--- config.mk ---
export PLATFORM = sky130hd
export DESIGN_NAME = serial_mag_comparator
export DESIGN_NICKNAME = d
export VERILOG_FILES = /design/src/rtl/serial_mag_comparator_pkg.sv /design/src/rtl/serial_mag_comparator_bit_cmp_cell.sv /design/src/rtl/serial_mag_comparator.sv
export SDC_FILE = /design/constraint.sdc
export NUM_CORES = 1
export LEC_CHECK = 0
export CAP_MARGIN = 20
export CORE_MARGIN = 4
export CORE_UTILIZATION = 50
export CTS_CLUSTER_DIAMETER = 200
export DETAILED_ROUTE_END_ITERATION = 7
export HOLD_SLACK_MARGIN = 0.05
export MAX_ROUTING_LAYER = met4
export PLACE_DENSITY = 0.77
export SETUP_SLACK_MARGIN = 0.3
export SLEW_MARGIN = 20
export SYNTH_ARGS = -nofsm -noshare
export SYNTH_HDL_FRONTEND = slang
export SYNTH_SLANG_ARGS = --single-unit
--- constraint.sdc ---
create_clock -name clk -period 2.4 [get_ports clk]
set_input_delay 0.48 -clock clk [delete_from_list [all_inputs] [get_ports clk]]
set_output_delay 0.48 -clock clk [all_outputs]
set_load 0.01 [all_outputs]
--- src/rtl/serial_mag_comparator_pkg.sv ---
// Shared definitions for the serial magnitude comparator.
// These cover the FSM state encoding and the one-hot result codes.
package serial_mag_comparator_pkg;

    typedef enum logic [1:0] {
        IDLE = 2'd0,
        RUN  = 2'd1,
        DONE = 2'd2
    } state_t;

    localparam logic [2:0] GT = 3'b100;
    localparam logic [2:0] EQ = 3'b010;
    localparam logic [2:0] LT = 3'b001;

endpackage

--- src/rtl/serial_mag_comparator_bit_cmp_cell.sv ---
// Single-bit magnitude compare cell.
// The output uses the same one-hot GT/EQ/LT encoding as the comparator result.
module bit_cmp_cell
    import serial_mag_comparator_pkg::*;
(
    input  logic       a,
    input  logic       b,
    output logic [2:0] y
);

    always_comb begin
        y = EQ;
        if (a && !b) begin
            y = GT;
        end else if (!a && b) begin
            y = LT;
        end
    end

endmodule

--- src/rtl/serial_mag_comparator.sv ---
// MSB-first serial magnitude comparator.
// It stops early on the first differing bit and pulses done for one cycle.
module serial_mag_comparator
    import serial_mag_comparator_pkg::*;
#(
    parameter int unsigned WIDTH = 8
) (
    input  logic             clk,
    input  logic             rst_n,
    input  logic             start,
    input  logic [WIDTH-1:0] a,
    input  logic [WIDTH-1:0] b,
    output logic             busy,
    output logic             done,
    output logic [2:0]       y
);

    localparam int unsigned CNT_W = $clog2(WIDTH);

    state_t             state, state_n;
    logic [WIDTH-1:0]   sa, sa_n;
    logic [WIDTH-1:0]   sb, sb_n;
    logic [CNT_W-1:0]   cnt, cnt_n;
    logic [2:0]         y_n;
    logic [2:0]         bit_y;

    bit_cmp_cell u_cell (
        .a (sa[WIDTH-1]),
        .b (sb[WIDTH-1]),
        .y (bit_y)
    );

    always_ff @(posedge clk or negedge rst_n) begin
        if (!rst_n) begin
            state <= IDLE;
            sa    <= '0;
            sb    <= '0;
            cnt   <= '0;
            y     <= '0;
        end else begin
            state <= state_n;
            sa    <= sa_n;
            sb    <= sb_n;
            cnt   <= cnt_n;
            y     <= y_n;
        end
    end

    always_comb begin
        state_n = state;
        sa_n    = sa;
        sb_n    = sb;
        cnt_n   = cnt;
        y_n     = y;
        busy    = 1'b0;
        done    = 1'b0;
        case (state)
            IDLE: begin
                if (start) begin
                    sa_n    = a;
                    sb_n    = b;
                    cnt_n   = CNT_W'(WIDTH - 1);
                    state_n = RUN;
                end
            end
            RUN: begin
                busy = 1'b1;
                // A differing MSB decides the result; otherwise walk down one bit.
                if (bit_y != EQ) begin
                    y_n     = bit_y;
                    state_n = DONE;
                end else if (cnt != '0) begin
                    sa_n  = {sa[WIDTH-2:0], 1'b0};
                    sb_n  = {sb[WIDTH-2:0], 1'b0};
                    cnt_n = cnt - 1'b1;
                end else begin
                    y_n     = EQ;
                    state_n = DONE;
                end
            end
            DONE: begin
                busy    = 1'b1;
                done    = 1'b1;
                state_n = IDLE;
            end
            default: begin
                state_n = IDLE;
            end
        endcase
    end

endmodule

Yosys cells after proc, flatten, opt, wreduce, memory -nomap -nowiden
Cells that the tools add are included.
Widths: inputs -> output; s select.
- word-level logic and storage cells: 47
- register bits: 24
- output and inout port bits: 5
- multiplexer cells: 22
- reduce and logical (&&, ||, !) cells: 11
- equality and inequality tests: 8
- add/subtract/negate cells: 1
- operator list (kind ; number):
    $mux 8 ; 6
    $pmux 8 s2 ; 2
    $mux 3 ; 6
    $mux 2 ; 4
    $ne 2x2->1 const B ; 4
    $pmux 3 s2 ; 1
    $pmux 2 s2 ; 1
    $reduce_and 2->1 ; 2
    $reduce_and 4->1 ; 1
    $ne 3x2->1 const B ; 1
    $ne 3x3->1 const B ; 1
    $reduce_bool 3->1 ; 1
    $sub 3x1->3 const B ; 1
    $eq 2x1->1 const B ; 1
    $eq 2x2->1 const B ; 1
    $logic_and 1x1->1 ; 2
    $logic_not 1->1 ; 2
    $logic_not 2->1 ; 1
    $mux 1 ; 2
    $reduce_bool 2->1 ; 1
    $reduce_or 2->1 ; 1

Logic depth before layout (Yosys ltp)
- word-level depth: 7
- mapped depth: 8
- depth with buffers taken out: 6

Hierarchy
Synthesis repeated with hierarchy kept, for this count alone.
- cells, all modules: 111
- area, all modules: 1300.0 um^2
- modules (own cells, without submodules) (module ; seq. area each (um^2) ; cells an instance ; area an instance (um^2) ; instances):
    serial_mag_comparator ; 600.6 ; 107 ; 1267.5 ; 1
    bit_cmp_cell ; 0.0 ; 4 ; 32.5 ; 1

Worst setup path before layout
OpenSTA, ideal clock, no wires.
- kind: flip-flop to flip-flop
- from: register state[0]
- to: register sb[7]
- library setup time: 77 ps
- data required time: 2323 ps
- arrival: 1462 ps
- setup slack: 861 ps
- cell stages (with the launch flop): 8
- cells stage by stage: dfrtp_1 -> inv_1 -> ha_1 -> mux2_4 -> nand3_4 -> buf_6 -> o22ai_1 -> a21oi_1
- longest elaborated chain between the ends: 3
- elaborated cells on any way between the ends: 8
- RTL lines (what ; line ; text):
    from (decl) ; serial_mag_comparator.sv:20 ; state_t state, state_n;
    from (signal assigned) ; serial_mag_comparator.sv:41 ; state <= state_n;
    $eq 2x1->1 or $logic_not 2->1 (tied branches) ; serial_mag_comparator.sv:57 ; case (state)
    $ne 2x2->1 (no line) or $reduce_bool 2->1 (tied branches) ; -- ;
    $reduce_and 4->1 (no line) ; -- ;
    to (signal assigned) ; serial_mag_comparator.sv:43 ; sb <= sb_n;
    to (decl) ; serial_mag_comparator.sv:22 ; logic [WIDTH-1:0] sb, sb_n;
Parallel ways exist; a longest one is shown, timed or not.
A chain may end at the register's enable or synchronous reset.

Worst setup path in the final report
- from: register state[0]
- to: output port done
- longest elaborated chain between the ends: 2
- RTL lines (what ; line ; text):
    $eq 2x2->1 ; serial_mag_comparator.sv:57 ;
    $mux 1 ; serial_mag_comparator.sv:57 ;
    to (decl) ; serial_mag_comparator.sv:14 ; output logic done,
Every way passes these cells.

==> summary.md <==
Along the worst path, the maximum fanout reaches 3. The half-perimeter wire length after placement was 1900 um; the relative max-transition margin was 0.759. TritonCTS built the clock tree.

The synthesized design contains 0 enable-type register cells. STA puts the critical path data arrival time at 1500 ps. The H-tree depth was 1; the per-cell routed wire length was 15.7 um. The final sum of negative setup slack was 0 ps; the vias per cell was 6.15. The die boundary width is 58 um. The tightest min-delay check is of the in -> async type.

The die covers 3360 sq um. The starting density of the core came out at 0.544. For this run, the number of Yosys warnings is 0.

Fraction of layout cells with a size suffix above 1: 0.0986. The run gives 0 as the final number of setup-violating endpoints. The critical path is of the reg -> out type. Counting every sink on the clock net gives 24. The share of the clock period used by the worst path came out at 0.825. The last weighted congestion value of the routability-driven placer was 0.750. The logs give 0 for the reported max-cap violation count and 17 for the total number of placement rows. In the synthesized netlist the dominant register cell turns out to be sky130_fd_sc_hd__dfrtp_1. The worst clock skew came out at 10.9 ps.

Remaining number of nets flagged by the antenna check after routing: 0. The async set-reset flop share out of synthesis is 1.00. The global-route wire length before repair came out at 4720 um. 0 antenna diodes ended up in the layout.

STA classifies the critical path startpoint as a flip-flop. The logs give 1250 sq um for the total standard cell area after synthesis and 0.480 for the part of the Yosys area used for sequential elements. For the static leakage, the log shows 0.670 nW. After clock tree synthesis, the repair step resized 0 gates. In this run the mean area of a mapped cell was 10.4 sq um.

The aggregate global-route resource usage is 0.181. In this run, the number of DRC markers left after iteration 0 of detailed routing was 21. The tools report the count of unresolved DRC violations after routing as 0.

The worst setup path is captured at an output pin. For this run, the detailed router's first-pass iteration total came to 4. Based on the critical path, the design can be clocked at up to 0.505 GHz.

Setup repair after global routing left no endpoint under its margin. The net total in the final layout was 169; the worst hold-check slack was 499 ps. The dominant cell by count in the synthesized netlist is sky130_fd_sc_hd__o22ai_1.

Buffers placed on the I/O ports in this run total 23. The total of hold buffers inserted after clock tree synthesis was 0; the via count of the first global-routing pass was 1046. The tools report the post-synthesis instance total as 120. The floorplan step set the die height to 58 um.

Count of buffers added by post-CTS timing repair for setup: 0. The final-report max-slew violation count is 0. The largest net degree at the start of global routing is 25. The required time of the worst setup path is 1920 ps, and the distinct cell type count after synthesis is 28. The clock transition at the registers of the reported paths is 140 ps. The root buffer cell was sky130_fd_sc_hd__clkbuf_4.

The number of buffers created by CTS is 3. The power density over the cells came out at 1460 nW/um^2. Sorting the synthesized cells by area gives the leading types as sky130_fd_sc_hd__dfrtp_1 (48%), sky130_fd_sc_hd__o22ai_1 (15%), sky130_fd_sc_hd__ha_1 (7.0%), sky130_fd_sc_hd__a21oi_1 (6.4%), sky130_fd_sc_hd__inv_1 (2.4%).

The number of hold-slack violations in the final timing report is 0, and the number of storage elements in the synthesis netlist is 24. The overall overflow remaining after global route is 0. For this design the top-level I/O count stands at 24. The number of antenna violations at the first check in global routing came out at 0. By count the netlist is led by sky130_fd_sc_hd__o22ai_1 (29), sky130_fd_sc_hd__dfrtp_1 (24), sky130_fd_sc_hd__a21oi_1 (16). IR analysis of the VDD net gives a maximum drop of 0.824 mV.

The share of the synthesized area in the top cell type was 0.480. At the pin with the least slew margin, the transition time is 351 ps. Counting every net in the synthesized netlist gives 146. The flow ran to the end, and the final reports show no timing, DRC or antenna violations. At the later pin of the worst-skew pair, clock insertion delay measures 320 ps. The total core area came out at 2300 sq um. sky130_fd_sc_hd__dfrtp_1 takes more of the synthesized area than any other cell. Relative to the synthesized area, the layout overhead comes to 23.4%. Counting along the longest clock path gives a buffer depth of 2.

The clock period could shrink to 1980 ps. Summing over every cut layer, the via total after detailed routing is 1045. For this block, the routed nets add up to 2680 um of wire.
cell families after synthesis:
group / synth area share
fa+ha+maj: 0.0701
flops: 0.480
simple gates: 0.0701
compound gates: 0.269
mux: 0.0460
buf+inv: 0.0641
final cells by class:
cell class,count,area [sq um]
sequential,24,601
clock buffer,3,22.5
timing repair buffer,26,255
clock inverter,1,30.0
fill,184,754
multi-input combinational,80,569
inverter,8,30.0
tap,28,35.0
through the flow:
step,utilization,cells,power [mW],instance area [sq um],setup slack [ps]
2_1_floorplan,-,120,1.70,1250,861
3_3_place_gp,0.648,166,1.92,1490,479
3_5_place_dp,0.648,166,1.97,1490,438
4_1_cts,0.670,170,2.26,1540,320
5_1_grt,0.672,170,2.44,1540,336
6_report,0.672,170,2.25,1540,420
registers in the layout, summed over array words and instances, names as in the netlist:
signal	count
sa	8
sb	8
cnt	3
y	3
state	2
cell usage in the layout, fill, tap and decap left out:
| cell | count |
|---|---|
| sky130_fd_sc_hd__clkdlybuf4s50_1 | 22 |
| sky130_fd_sc_hd__nand2_2 | 1 |
| sky130_fd_sc_hd__nor2b_1 | 1 |
| sky130_fd_sc_hd__a31oi_1 | 1 |
| sky130_fd_sc_hd__a22o_1 | 2 |
| sky130_fd_sc_hd__nand2_1 | 1 |
| sky130_fd_sc_hd__nand2b_1 | 1 |
| sky130_fd_sc_hd__clkbuf_4 | 3 |
| sky130_fd_sc_hd__nand3_4 | 1 |
| sky130_fd_sc_hd__nand3_1 | 1 |
| sky130_fd_sc_hd__bufinv_16 | 1 |
| sky130_fd_sc_hd__a21oi_1 | 16 |
| sky130_fd_sc_hd__a22oi_1 | 1 |
| sky130_fd_sc_hd__ha_1 | 7 |
| sky130_fd_sc_hd__a22oi_2 | 1 |
| sky130_fd_sc_hd__mux2_2 | 2 |
| sky130_fd_sc_hd__o22a_1 | 1 |
| sky130_fd_sc_hd__o21ai_0 | 3 |
| sky130_fd_sc_hd__mux2i_1 | 2 |
| sky130_fd_sc_hd__dfrtp_1 | 24 |
| sky130_fd_sc_hd__nand2b_4 | 1 |
| sky130_fd_sc_hd__buf_4 | 3 |
| sky130_fd_sc_hd__nor2_1 | 4 |
| sky130_fd_sc_hd__dlymetal6s2s_1 | 1 |
| sky130_fd_sc_hd__o22ai_1 | 29 |
| sky130_fd_sc_hd__nand3b_1 | 1 |
| sky130_fd_sc_hd__and2_1 | 1 |
| sky130_fd_sc_hd__mux2_4 | 1 |
| sky130_fd_sc_hd__o21a_1 | 1 |
| sky130_fd_sc_hd__inv_1 | 8 |
metal layers:
metal,vias to the layer above,part of all wire,GRT usage
li1,496,-,-
met1,505,0.45,0.234
met2,38,0.47,0.279
met3,6,0.061,0.0267
met4,0,0.022,0.0861
met5,-,0,-
critical path: stages, from the launching register on:
cell and delay, ps:
sky130_fd_sc_hd__dfrtp_1 430, sky130_fd_sc_hd__inv_1 90, sky130_fd_sc_hd__ha_1 140, sky130_fd_sc_hd__clkdlybuf4s50_1 540
power breakdown:
group | internal [mW] | total, mW | switching, mW
registers | 0.595 | 0.739 | 0.144
clock network | 0.169 | 0.292 | 0.123
logic | 0.542 | 1.22 | 0.675
total | 1.31 | 2.25 | 0.942
path summary, 6_finish.rpt:
kind                                           start                   end  slack, ps  depth (start not counted)
max in group asynchronous                      rst_n  state[0]$_DFFE_PN0P_       1660                          2
worst max-delay path            state[0]$_DFFE_PN0P_                  done        420                          3
worst min-delay path                           rst_n      y[2]$_DFFE_PN0P_        500                          2
worst min register to register      y[1]$_DFFE_PN0P_      y[1]$_DFFE_PN0P_        520                          1
min in group clk                    y[1]$_DFFE_PN0P_      y[1]$_DFFE_PN0P_        520                          1
worst max register to register     sb[7]$_DFFE_PN0P_     sb[0]$_DFFE_PN0P_        440                          6
Note: power is estimated with default switching activity, not from simulation.
